<file path="src/rtl/root_pkg.sv">
// rtl/root_pkg.sv - shared types, op codes and width helpers for the root service
package root_pkg;

  localparam logic OP_SQRT = 1'b0;
  localparam logic OP_CBRT = 1'b1;

  typedef enum logic [1:0] {IDLE, CALC, DONE} state_e;

  function automatic int sq_bits(input int w);
    return w / 2;
  endfunction

  function automatic int cb_bits(input int w);
    return (w + 2) / 3;
  endfunction

endpackage

</file>
<file path="src/rtl/root_engine.sv">
// rtl/root_engine.sv - bit-serial floor square/cube root datapath, one result bit per cycle
module root_engine
  import root_pkg::*;
#(
  parameter int W = 32
) (
  input  logic                  clk,
  input  logic                  rst_n,
  input  logic                  start,
  input  logic                  op,
  input  logic [W-1:0]          number,
  output logic                  done,
  output logic [sq_bits(W)-1:0] root
);

  localparam int SQ = sq_bits(W);
  localparam int CB = cb_bits(W);
  localparam int IW = $clog2(SQ);
  localparam int PW = (3 * CB > W) ? 3 * CB : W;

  logic [SQ-1:0]   root_q, root_d, trial;
  logic [IW-1:0]   idx_q, idx_d;
  logic [W-1:0]    number_q, number_d;
  logic            op_q, op_d;
  logic            active_q, active_d;
  logic [2*SQ-1:0] sq_ext, sq_prod;
  logic [3*CB-1:0] cb_ext, cb_prod;
  logic            keep;

  // Products are formed at full width so the compare never sees a truncated value.
  always_comb begin
    trial   = root_q | (SQ'(1) << idx_q);
    sq_ext  = (2 * SQ)'(trial);
    sq_prod = sq_ext * sq_ext;
    cb_ext  = (3 * CB)'(trial[CB-1:0]);
    cb_prod = cb_ext * cb_ext * cb_ext;
    keep    = (op_q == OP_CBRT) ? (PW'(cb_prod) <= PW'(number_q))
                                : (PW'(sq_prod) <= PW'(number_q));
  end

  always_comb begin
    root_d   = root_q;
    idx_d    = idx_q;
    number_d = number_q;
    op_d     = op_q;
    active_d = active_q;
    if (start) begin
      root_d   = '0;
      idx_d    = (op == OP_CBRT) ? IW'(CB - 1) : IW'(SQ - 1);
      number_d = number;
      op_d     = op;
      active_d = 1'b1;
    end else if (active_q) begin
      if (keep) root_d = trial;
      if (idx_q == '0) active_d = 1'b0;
      else             idx_d = idx_q - IW'(1);
    end
  end

  always_ff @(posedge clk) begin
    if (!rst_n) begin
      root_q   <= '0;
      idx_q    <= '0;
      number_q <= '0;
      op_q     <= 1'b0;
      active_q <= 1'b0;
    end else begin
      root_q   <= root_d;
      idx_q    <= idx_d;
      number_q <= number_d;
      op_q     <= op_d;
      active_q <= active_d;
    end
  end

  assign done = active_q && (idx_q == '0);
  assign root = root_q;

endmodule

</file>
<file path="src/rtl/root_scheduler.sv">
// rtl/root_scheduler.sv - two-requester round-robin front end and response port for root_engine
module root_scheduler
  import root_pkg::*;
#(
  parameter int W = 32
) (
  input  logic         clk,
  input  logic         rst_n,
  input  logic         req0_valid,
  output logic         req0_ready,
  input  logic [W-1:0] req0_number,
  input  logic         req0_op,
  input  logic         req1_valid,
  output logic         req1_ready,
  input  logic [W-1:0] req1_number,
  input  logic         req1_op,
  output logic         rsp_valid,
  input  logic         rsp_ready,
  output logic         rsp_id,
  output logic         rsp_op,
  output logic [W-1:0] rsp_root,
  output logic         busy
);

  localparam int SQ = sq_bits(W);

  state_e        state_q, state_d;
  logic          last_q, last_d;
  logic          rsp_valid_q, rsp_valid_d;
  logic          rsp_id_q, rsp_id_d;
  logic          rsp_op_q, rsp_op_d;
  logic          grant0, grant1, accept, accept_id, accept_op;
  logic [W-1:0]  accept_number;
  logic          eng_done;
  logic [SQ-1:0] eng_root;

  // last_q names the requester granted most recently; the other one wins a tie.
  assign grant0        = req0_valid && (!req1_valid || last_q);
  assign grant1        = req1_valid && (!req0_valid || !last_q);
  assign req0_ready    = (state_q == IDLE) && grant0;
  assign req1_ready    = (state_q == IDLE) && grant1;
  assign accept        = (req0_valid && req0_ready) || (req1_valid && req1_ready);
  assign accept_id     = req1_ready;
  assign accept_op     = accept_id ? req1_op : req0_op;
  assign accept_number = accept_id ? req1_number : req0_number;

  root_engine #(.W(W)) u_engine (
    .clk    (clk),
    .rst_n  (rst_n),
    .start  (accept),
    .op     (accept_op),
    .number (accept_number),
    .done   (eng_done),
    .root   (eng_root)
  );

  always_comb begin
    state_d     = state_q;
    last_d      = last_q;
    rsp_valid_d = rsp_valid_q;
    rsp_id_d    = rsp_id_q;
    rsp_op_d    = rsp_op_q;
    unique case (state_q)
      IDLE: if (accept) begin
        state_d  = CALC;
        last_d   = accept_id;
        rsp_id_d = accept_id;
        rsp_op_d = accept_op;
      end
      CALC: if (eng_done) begin
        state_d     = DONE;
        rsp_valid_d = 1'b1;
      end
      DONE: if (rsp_ready) begin
        state_d     = IDLE;
        rsp_valid_d = 1'b0;
      end
      default: state_d = IDLE;
    endcase
  end

  always_ff @(posedge clk) begin
    if (!rst_n) begin
      state_q     <= IDLE;
      last_q      <= 1'b1;
      rsp_valid_q <= 1'b0;
      rsp_id_q    <= 1'b0;
      rsp_op_q    <= 1'b0;
    end else begin
      state_q     <= state_d;
      last_q      <= last_d;
      rsp_valid_q <= rsp_valid_d;
      rsp_id_q    <= rsp_id_d;
      rsp_op_q    <= rsp_op_d;
    end
  end

  assign rsp_valid = rsp_valid_q;
  assign rsp_id    = rsp_id_q;
  assign rsp_op    = rsp_op_q;
  assign rsp_root  = W'(eng_root);
  assign busy      = (state_q != IDLE);

endmodule

</file>
<file path="config.mk">
export PLATFORM = sky130hd
export DESIGN_NAME = root_scheduler
export DESIGN_NICKNAME = d
export VERILOG_FILES = /design/src/rtl/root_pkg.sv /design/src/rtl/root_engine.sv /design/src/rtl/root_scheduler.sv
export SDC_FILE = /design/constraint.sdc
export NUM_CORES = 1
export LEC_CHECK = 0
export CAP_MARGIN = 40
export CORE_UTILIZATION = 40
export CTS_BUF_LIST = sky130_fd_sc_hd__clkbuf_8
export DETAILED_ROUTE_END_ITERATION = 16
export PLACE_DENSITY = 0.62
export SLEW_MARGIN = 20
export SYNTH_ARGS = -nofsm -noshare
export SYNTH_HDL_FRONTEND = slang
export SYNTH_SLANG_ARGS = --single-unit
</file>
<file path="constraint.sdc">
create_clock -name clk -period 13.7 [get_ports clk]
set_input_delay 3.425 -clock clk [delete_from_list [all_inputs] [get_ports clk]]
set_output_delay 3.425 -clock clk [all_outputs]
set_load 0.01 [all_outputs]
</file>
==> metrics.md, run 1 <==
| Metric | Value |
|---|---|
| Critical Path Most Common Cell | `fa_1` |
| WHS Endpoint | `rsp_id` |
| Worst R2R Setup Slack | `480 ps` |
| Total Power | `1.07 mW` |
| Arr. time, crit path | `13490 ps` |
| Die width | `~230 um` |
| Total iterations of the first detailed-routing run | `5` |
| Yosys reg bits | `60` |
| Design Area, Final | `23400 um2` |
| Req. time, crit path | `13970 ps` |
| Biggest area consumer among synthesized cells | `fa_1` |
| Vias | `17581` |
| Drt drc | `0` |
| Buffers on Ports | `92` |
| Synth warn | `0` |
| Fmax | `0.0757 GHz` |
| Largest net degree at the start of global routing | `68` |
| Min-Delay Path Class | `reg2reg` |
| Worst slew pin tran | `about 900 ps` |
| Die Y | `between 200 and 250 um` |
| Pwr dens | `45.8 nW/um2` |
| Mean routed wirelength per cell | `18.9 um` |
| Status | `completed` |
| H-tree Lvls | `3` |
| Die area | `approximately 54000 um2` |
| Fin nets | `3367` |
| Slew margin rel. | `about two fifths` |
| Initial Util | `between 40% and 50%` |
| Endpoints failing hold | `0` |
| Tcrit/Tclk final | `between 90% and 100%` |
| Sequential cell area fraction in the yosys report | `5.64%` |
| Buffer depth of the longest clock path | `2` |
| Crit path capture type | `register` |
| Core outline area | `52600 um2` |
| First-pass GRT wire length | `99.7 mm` |
| Most common cell in the netlist | `inv_1` |
| Rows | `84` |
| Max cap viols | `0` |
| Syn Area/Cell | `8.41 um2` |
| Gpl congestion | `between 0.9 and 1` |
| Synth-to-Final Area Change | `9.93%` |
| Crit Reg-Reg Startpoint | `u_engine.idx_q[2]` |
| Sink Count | `60` |
| Routed Wire Length | `62.5 mm` |
| Gr ovfl total | `0` |
| Ports | `109` |
| Crit-path max cell delay | `630 ps` |
| CP max stage cell | `dfxtp_1` |
| Hold_ws | `464 ps` |
| Number of enable flip-flop cells after synthesis | `0` |
| Main synth FF type | `dfxtp_1` |
| Maximum vdd drop | `0.0000487 V` |
| DR vias/cell | `5.31` |
| Gr usage total | `23.9%` |
| CTS tree | `yes` |
| TritonCTS buffer count | `9` |
| Post-CTS sizing | `0` |
| Min-delay src | `rsp_id` |
| Yosys top cell area share | `36.5%` |
| Synth unique cells | `71` |
| Worst-path maximum fanout | `17` |
| DRT iter0 DRCs | `about 1200` |
| Root buffer cell | `clkbuf_8` |
| Crit path launch type | `register` |
| Syn Inst Count | `2534` |
| Antenna diodes | `0` |
| Layout cell share with drive strength beyond 1 | `4.24%` |
| Vias in the first global route | `18291` |
| Critical path class | `reg2reg` |
| Static Leak | `11.9 nW` |
| Max Slew Vio Count | `0` |
| Worst Hold Path Cells | `2` |
| Synth async-reset ratio | `0%` |
| Synth top area cells | `fa_1, ha_1, inv_1, dfxtp_1, nor2_1` |
| Post-CTS Hold Fix Bufs | `0` |
| Clock Latency Late Sink | `approximately 360 ps` |
| FF-to-FF path depth | `44` |
| Worst-path clk slew | `80 ps` |
| Final Setup Violations | `0` |
| Initial antenna violation count | `2` |
| Syn Std Cell Area | `21300 um2` |
| Worst Skew | `15.6 ps` |
| Minimum clock period | `13220 ps` |
| Dpl hpwl | `52.6 mm` |
| Fillers | `5195` |
| Routed Antenna Nets | `0` |
| CP startpoint | `u_engine.idx_q[2]` |
| Post-CTS setup buffers | `0` |
| Placed Area | `23200 um2` |
| Reg2reg end | `u_engine.root[5]` |
| Top cells by count, synth | `inv_1, fa_1, ha_1, nor2_1, nand2_1` |
-- power breakdown --
| part | internal [mW] | switching (mW) |
|---|---|---|
| combinational | 0.259 | 0.448 |
| clock | 0.0832 | 0.0747 |
| sequential | 0.191 | 0.0164 |
| total | 0.533 | 0.539 |
-- cell families (layout without fill, tap and decap cells) --
logic type               count (synthesis)  count (layout)  share of synthesized area [%]
other                                    2              19                         0.0353
multiplexers                             1               1                         0.0470
AND/OR/NAND/NOR                        698             698                           14.2
AO/OA/AOI/OAI                          357             357                           11.0
buffers and inverters                  644             713                           11.7
flip-flops                              60              60                           5.64
adder cells (fa/ha/maj)                681             681                           53.7
XOR/XNOR                                91              91                           3.74
-- stage by stage --
stage	utilization [%]	setup TNS, ps	setup slack (ps)	std cells
floorplan	-	0	1500	2551
global placement	44.1	0	546	3288
detailed placement	44.1	0	470	3291
CTS	44.5	0	416	3307
global route	44.6	-37.8	-22.0	3308
finish	44.6	0	483	3308
-- worst max path at each step --
| stage | end | slack, ps |
|---|---|---|
| 6_report | u_engine.root[5] | 480 |
| 5_1_grt | u_engine.root[1] | -20 |
| 4_1_cts | u_engine.root[5] | 420 |
| 3_5_place_dp | u_engine.root[5] | 470 |
| 3_3_place_gp | u_engine.root[0] | 550 |
| 2_1_floorplan | u_engine.root[11] | 1500 |
-- metal layers --
layer / GRT usage [%] / up-vias / share of wire (%)
li1: - / 8083 / -
met1: 31.5 / 8754 / 42
met2: 40.6 / 618 / 48
met3: 2.89 / 124 / 6.6
met4: 8.05 / 2 / 3.7
met5: 0 / - / 0.019
-- final cells by class --
class / count / area (um2) / share of cell area (%)
multi-input cells: 1847 / 17700 / 75.8
well taps: 688 / 861 / 3.68
inverters: 546 / 2050 / 8.75
flip-flops and latches: 60 / 1200 / 5.13
repair buffers: 151 / 1370 / 5.84
clock buffers: 9 / 124 / 0.529
clock inverters: 7 / 68.8 / 0.294
-- placed cells by master, fill, tap and decap left out, types with 4 or more instances in the layout --
| cell type | instances |
|---|---|
| inv_1 | 540 |
| fa_1 | 388 |
| ha_1 | 293 |
| nor2_1 | 287 |
| nand2_1 | 239 |
| a21oi_1 | 114 |
| clkdlybuf4s50_1 | 92 |
| xnor2_1 | 67 |
| o21ai_0 | 60 |
| dfxtp_1 | 60 |
| buf_4 | 56 |
| a21o_1 | 43 |
| nand2b_1 | 35 |
| nand3_1 | 32 |
| a311oi_1 | 32 |
| xor2_1 | 23 |
| nor3_1 | 19 |
| conb_1 | 19 |
| o21a_1 | 18 |
| nand4_1 | 17 |
| and2_1 | 13 |
| nor2b_1 | 11 |
| a31oi_1 | 10 |
| clkbuf_8 | 9 |
| a211oi_1 | 8 |
| o21bai_1 | 8 |
| a21oi_2 | 7 |
| or2_2 | 7 |
| and4_1 | 7 |
| and3_1 | 7 |
| a2111oi_0 | 6 |
| clkinv_1 | 5 |
| nor4_1 | 5 |
| o211ai_1 | 4 |
| a211o_1 | 4 |
| a2111o_1 | 4 |
-- worst max-delay path: cells and delay by family, from the launching register on --
kind	cells	cell delay, ps
compound gates	12	3220
xor+xnor	2	540
fa+ha+maj	13	5940
buf+inv	9	1090
flops	1	630
simple gates	8	1700
-- flip-flops by register name, indices dropped and copies added, names as in the netlist --
signal             count
u_engine.op_q          1
u_engine.idx_q         4
last_q                 1
u_engine.root         16
rsp_op                 1
rsp_valid              1
state_q                2
rsp_id                 1
u_engine.active_q      1
u_engine.number_q     32
Power figures use the tool's default switching activity.
==> run 2: changes to the inputs <==
- PLACE_DENSITY: 0.62 -> 0.64
- clock period: 13.7 -> 10.65 ns (I/O delays scaled with it)
==> metrics.md, run 2 (synthesis gave the netlist of run 1 again) <==
| Metric | Value |
|---|---|
| Die width | `233 um (unchanged)` |
| DR vias/cell | `5.17 (-2.8%)` |
| Routed Antenna Nets | `0 (unchanged)` |
| Slew margin rel. | `47.3% (+7.1 points)` |
| Buffers plus inverters on the worst setup path | `9 (unchanged)` |
| TritonCTS buffer count | `9 (unchanged)` |
| Min-Delay Path Class | `reg2reg` |
| CP max stage cell | `fa_1` |
| DRT iter0 DRCs | `1235 (+7.0%)` |
| Worst Skew | `12.0 ps (-3.67 ps)` |
| Gr ovfl total | `0 (unchanged)` |
| Sink Count | `60 (unchanged)` |
| Most common cell after layout, fill and taps aside | `inv_1` |
| Crit-path max cell delay | `550 ps (-80 ps)` |
| Crit path depth | `47 (+6.8%)` |
| Hold_ws | `472 ps (+8.57 ps)` |
| Vias in the first global route | `19996 (+9.3%)` |
| Tcrit/Tclk final | `108% (+11 points)` |
| Buffers on Ports | `92 (unchanged)` |
| CP delay by family, top | `adder cells` |
| Maximum vdd drop | `0.0000623 V (+28%)` |
| Die Y | `233 um (unchanged)` |
| Initial antenna violation count | `0 (-2)` |
| FF-to-FF path depth | `47 (+6.8%)` |
| CTS tree | `yes` |
| Static Leak | `13.9 nW (+16%)` |
| Drt drc | `0 (unchanged)` |
| Antenna diodes | `0 (unchanged)` |
| First-pass GRT wire length | `106 mm (+6.0%)` |
| Endpoints failing hold | `0 (unchanged)` |
| Failing checks | `negative setup slack` |
| Placed Area | `25600 um2 (+10%)` |
| Core outline area | `52600 um2 (unchanged)` |
| Worst-path clk slew | `80 ps (about the same)` |
| Layout cell share with drive strength beyond 1 | `20.7% (+16 points)` |
| Max cap viols | `0 (unchanged)` |
| Die area | `54200 um2 (unchanged)` |
| H-tree Lvls | `3 (unchanged)` |
| Non-filler cells in the finished layout | `3643 (+10%)` |
| Gr usage total | `25.2% (+1.3 points)` |
| Final Core Density | `51.5% (+6.9 points)` |
| Final setup TNS | `-12440 ps (-12440 ps)` |
| Pwr dens | `59.2 nW/um2 (+29%)` |
| Largest net degree at the start of global routing | `68 (unchanged)` |
| Crit path capture type | `register` |
| Design Area, Final | `27100 um2 (+16%)` |
| Most flop-heavy register | `u_engine.number_q` |
| Fmax | `0.0872 GHz (+15%)` |
| Status | `complete, but fails checks` |
| Final Setup Violations | `16 (+16)` |
| Crit path launch type | `register` |
| Routed Wire Length | `66.4 mm (+6.2%)` |
| Critical path class | `reg2reg` |
| RSZ-0062 raised after global routing | `true` |
| Mean routed wirelength per cell | `18.2 um (-3.5%)` |
| Minimum clock period | `11460 ps (-1760 ps)` |
| Dpl hpwl | `56.3 mm (+7.1%)` |
| Root buffer cell | `clkbuf_8` |
| Worst slew pin tran | `783 ps (-109 ps)` |
| Total iterations of the first detailed-routing run | `7 (+2)` |
| Critical Path Most Common Cell | `fa_1` |
| Max Slew Vio Count | `0 (unchanged)` |
| Setup ws final | `-811 ps (-1290 ps)` |
| Buffer depth of the longest clock path | `2 (unchanged)` |
| Synth-to-Final Area Change | `27.0%` |
| Max reg flops | `32 (unchanged)` |
| Worst Hold Path Cells | `2 (unchanged)` |
| Most frequent cells in the layout | `inv_1, fa_1, buf_4, nor2_1, ha_1` |
| Rows | `84 (unchanged)` |
| Arr. time, crit path | `11740 ps (-1750 ps)` |
| Gpl congestion | `0.944 (+1.4%)` |
| Worst-path maximum fanout | `8 (-9)` |
| Req. time, crit path | `10930 ps (-3040 ps)` |
| Clock Latency Late Sink | `360 ps (about the same)` |
| Initial Util | `40.5% (unchanged)` |
| Ports | `109 (unchanged)` |
| Placed Cells incl. Taps | `3575 (+8.6%)` |
| Fin nets | `3702 (+9.9%)` |
| Vias | `18825 (+7.1%)` |
==> run 2: changes by cell type in the layout (fill, tap and decap cells not counted), sizes merged <==
cell      delta
clkbuf       -1
buf        +335
bufinv       -1
clkinvlp     +1
o311ai       +1
inv          +1
clkinv       -1
==> run 2: area by class of cell <==
cell class | instances | area (um2)
fillers | 4902 | 25500
multi-input cells | 1848 | 18700
repair buffers | 485 | 4040
inverters | 546 | 2080
flip-flops and latches | 60 | 1220
well taps | 688 | 861
clock buffers | 9 | 124
clock inverters | 7 | 43.8
==> run 2: stage by stage <==
step / power (mW) / setup slack (ps)
after global placement: 1.30 / -1340
after CTS: 1.57 / -737
final: 1.60 / -811
after global routing: 1.72 / -1210
after floorplan: 0.885 / -421
after detailed placement: 1.33 / -1600
==> run 2: tightest hold or removal path, delay by kind of cell (launching register included) <==
family | cells | cell delay [ps]
flops | 1 | 320
compound gates | 1 | 60
simple gates | 1 | 50
==> run 2: what timing repair did <==
item,in CTS,in global routing
hold buffers,0,0
gates cloned,1,0
setup endpoints to repair,16,16
pin swaps,96,67
buffers inserted,34,20
gates resized for setup,140,79
==> run 2: where the power goes <==
part	internal, mW	switching, mW	leakage [nW]	total, mW
Combinational	0.504	0.650	13.3	1.15
Sequential	0.246	0.0199	0.496	0.266
Clock	0.0833	0.0980	0.0906	0.181
==> run 2: final timing paths <==
check / startpoint / endpoint / slack [ps]
setup / recovery: u_engine.idx_q[2] / u_engine.root[12] / -810
hold / removal: rsp_id / rsp_id / 470
setup reg to reg: u_engine.idx_q[2] / u_engine.root[12] / -810
hold reg to reg: rsp_id / rsp_id / 470
==> run 2: metal layers <==
| metal | up-vias | track usage, % | part of all wire (%) |
|---|---|---|---|
| met3 | 130 | 3.25 | 5.8 |
| met1 | 9352 | 32.8 | 42 |
| met5 | - | 0 | 0 |
| li1 | 8771 | - | - |
| met2 | 572 | 43.4 | 49 |
| met4 | 0 | 7.78 | 3.7 |
==> run 3: changes to the inputs <==
- ABC_AREA: default -> 1
- CELL_PAD_IN_SITES_DETAIL_PLACEMENT: default -> 1
- CELL_PAD_IN_SITES_GLOBAL_PLACEMENT: default -> 1
- PLACE_DENSITY: 0.64 -> 0.79
- SLEW_MARGIN: 20 -> default
==> metrics.md, run 3 <==
| Metric | Value |
|---|---|
| Status | `complete, but fails checks` |
| Failing checks | `negative setup slack` |
| Tcrit/Tclk final | `107% (-0.91 points)` |
| Endpoints failing hold | `0 (unchanged)` |
| Die area | `54400 um2 (+0.39%)` |
| Die width | `233 um (+0.20%)` |
| Most common cell in the netlist | `inv_1` |
| Synth top area cells | `fa_1, ha_1, inv_1, nand2_1, dfxtp_1` |
| Dpl hpwl | `63.0 mm (+12%)` |
| H-tree Lvls | `3 (unchanged)` |
| Root buffer cell | `clkbuf_8` |
| Gr usage total | `30.0% (+4.8 points)` |
| Crit-path max cell delay | `570 ps (+20 ps)` |
| Sequential cell area fraction in the yosys report | `5.62% (-0.022 points)` |
| Worst Skew | `25.0 ps (+13.0 ps)` |
| Synth-to-Final Area Change | `27.7%` |
| Synth async-reset ratio | `0% (unchanged)` |
| Syn Area/Cell | `8.04 um2 (-4.4%)` |
| Critical Path Most Common Cell | `nand2_1` |
| Most common cell after layout, fill and taps aside | `inv_1` |
| Final Core Density | `51.9% (+0.39 points)` |
| Min-Delay Path Class | `reg2reg` |
| Max reg flops | `32 (unchanged)` |
| Placed Area | `25200 um2 (-1.7%)` |
| Gr ovfl total | `0 (unchanged)` |
| Largest net degree at the start of global routing | `37 (-46%)` |
| Pre-CTS WS | `-798 ps (+798 ps)` |
| Layout cell share with drive strength beyond 1 | `21.8% (+1.0 points)` |
| Setup ws final | `-715 ps (+96.4 ps)` |
| Die Y | `233 um (+0.20%)` |
| Most frequent cells in the layout | `inv_1, fa_1, nand2_1, buf_4, ha_1` |
| Synth unique cells | `58 (-18%)` |
| Max cap viols | `0 (unchanged)` |
| Placed Cells incl. Taps | `3666 (+2.5%)` |
| Req. time, crit path | `10990 ps (+60 ps)` |
| First-pass GRT wire length | `125 mm (+18%)` |
| Arr. time, crit path | `11700 ps (-40 ps)` |
| Max Slew Vio Count | `0 (unchanged)` |
| Top cells by count, synth | `inv_1, nand2_1, fa_1, ha_1, nor2_1` |
| Design Area, Final | `27300 um2 (+0.95%)` |
| Static Leak | `14.8 nW (+6.8%)` |
| Initial Util | `40.6% (+0.078 points)` |
| Core outline area | `52700 um2 (+0.20%)` |
| Post-CTS Hold Fix Bufs | `0 (unchanged)` |
| Fin nets | `3804 (+2.8%)` |
| Ports | `109 (unchanged)` |
| Drt drc | `0 (unchanged)` |
| Biggest area consumer among synthesized cells | `fa_1` |
| DR vias/cell | `5.32 (+3.0%)` |
| Final Setup Violations | `16 (unchanged)` |
| Buffer depth of the longest clock path | `2 (unchanged)` |
| Fmax | `0.0880 GHz (+0.85%)` |
| Vias in the first global route | `22685 (+13%)` |
| Sink Count | `60 (unchanged)` |
| Maximum vdd drop | `0.0000692 V (+11%)` |
| CTS tree | `yes` |
| Non-filler cells in the finished layout | `3745 (+2.8%)` |
| Slew margin rel. | `28.9% (-18 points)` |
| Minimum clock period | `11360 ps (-96.4 ps)` |
| Final setup TNS | `-10820 ps (+1620 ps)` |
| Worst slew pin tran | `1070 ps (+284 ps)` |
| Synth warn | `0 (unchanged)` |
| Total Power | `2.33 mW (+45%)` |
| Crit path launch type | `register` |
| Critical path class | `reg2reg` |
| Main synth FF type | `dfxtp_1` |
| DRT iter0 DRCs | `1108 (-10%)` |
| CP max stage cell | `fa_1` |
| TritonCTS buffer count | `9 (unchanged)` |
| Vias | `19923 (+5.8%)` |
| Hold_ws | `491 ps (+18.3 ps)` |
| Syn Std Cell Area | `21400 um2 (+0.39%)` |
| Gpl congestion | `0.920 (-2.6%)` |
| Routed Antenna Nets | `0 (unchanged)` |
| Number of enable flip-flop cells after synthesis | `0 (unchanged)` |
| Pwr dens | `85.2 nW/um2 (+44%)` |
| Mean routed wirelength per cell | `22.1 um (+22%)` |
| Fillers | `6244 (+27%)` |
| Initial antenna violation count | `0 (unchanged)` |
| RSZ-0062 raised after global routing | `true` |
| Rows | `84 (unchanged)` |
| Most flop-heavy register | `u_engine.number_q` |
| Worst-path maximum fanout | `8 (unchanged)` |
| Buffers on Ports | `92 (unchanged)` |
| Total iterations of the first detailed-routing run | `5 (-2)` |
| Crit path capture type | `register` |
| Syn Inst Count | `2661 (+5.0%)` |
| Yosys top cell area share | `36.3% (-0.14 points)` |
| Routed Wire Length | `82.9 mm (+25%)` |
| Antenna diodes | `0 (unchanged)` |
| Clock Latency Late Sink | `420 ps (+60 ps)` |
| Worst-path clk slew | `100 ps (+20 ps)` |
| Yosys reg bits | `60 (unchanged)` |
run 3: final timing paths:
check | from | to | slack (ps) | cells past startpoint
worst min register to register | rsp_id | rsp_id | 490 | 2
worst min-delay path | rsp_id | rsp_id | 490 | 2
worst max register to register | u_engine.idx_q[3] | u_engine.root[15] | -710 | 56
worst max-delay path | u_engine.idx_q[3] | u_engine.root[15] | -710 | 56
run 3: routing by layer:
layer  up-vias  routed length, um  global-route usage [%]
met1     10197              30600                    34.0
met5         -                  0                       0
met4         0               4430                    13.5
met2       692              43200                    54.9
li1       8768                  -                       -
met3       266               4690                    4.85
run 3: report_power, final:
part	switching [mW]	total (mW)	internal, mW
logic	1.13	1.85	0.717
clock network	0.119	0.206	0.0869
registers	0.0179	0.272	0.254
run 3: kinds of logic (layout without fill, tap and decap cells):
logic type | after synthesis | count (layout) | share of synthesized area [%]
DFF | 60 | 60 | 5.62
and+or+nand+nor | 769 | 770 | 14.5
buffers and inverters | 779 | 1157 | 14.1
adders and majority gates | 681 | 681 | 53.5
xor gates and xnor gates | 94 | 94 | 4.01
AOI/OAI and AO/OA | 274 | 274 | 8.11
muxes | 2 | 2 | 0.0994
other | 2 | 19 | 0.0351
run 3: what timing repair did:
| action | 4_1_cts | 5_1_grt |
|---|---|---|
| endpoints found under the setup margin | 16 | 16 |
| gates resized for setup | 269 | 69 |
| cloned | 2 | 0 |
| pin swaps | 131 | 75 |
| setup buffers | 41 | 22 |
run 3: critical path, delay by kind of cell (launching register included):
family / cells / cell delay (ps)
simple gates: 22 / 2210
flops: 1 / 340
xor+xnor: 3 / 560
fa+ha+maj: 13 / 5700
compound gates: 8 / 1260
buf+inv: 10 / 1190
run 3: area by class of cell:
type	instances	area [um2]	area share, %
multi-input combinational	1840	18600	68.2
timing repair buffer	439	3770	13.8
inverter	702	2660	9.74
sequential	60	1210	4.43
tap	688	861	3.15
clock buffer	9	124	0.454
clock inverter	7	55.1	0.202
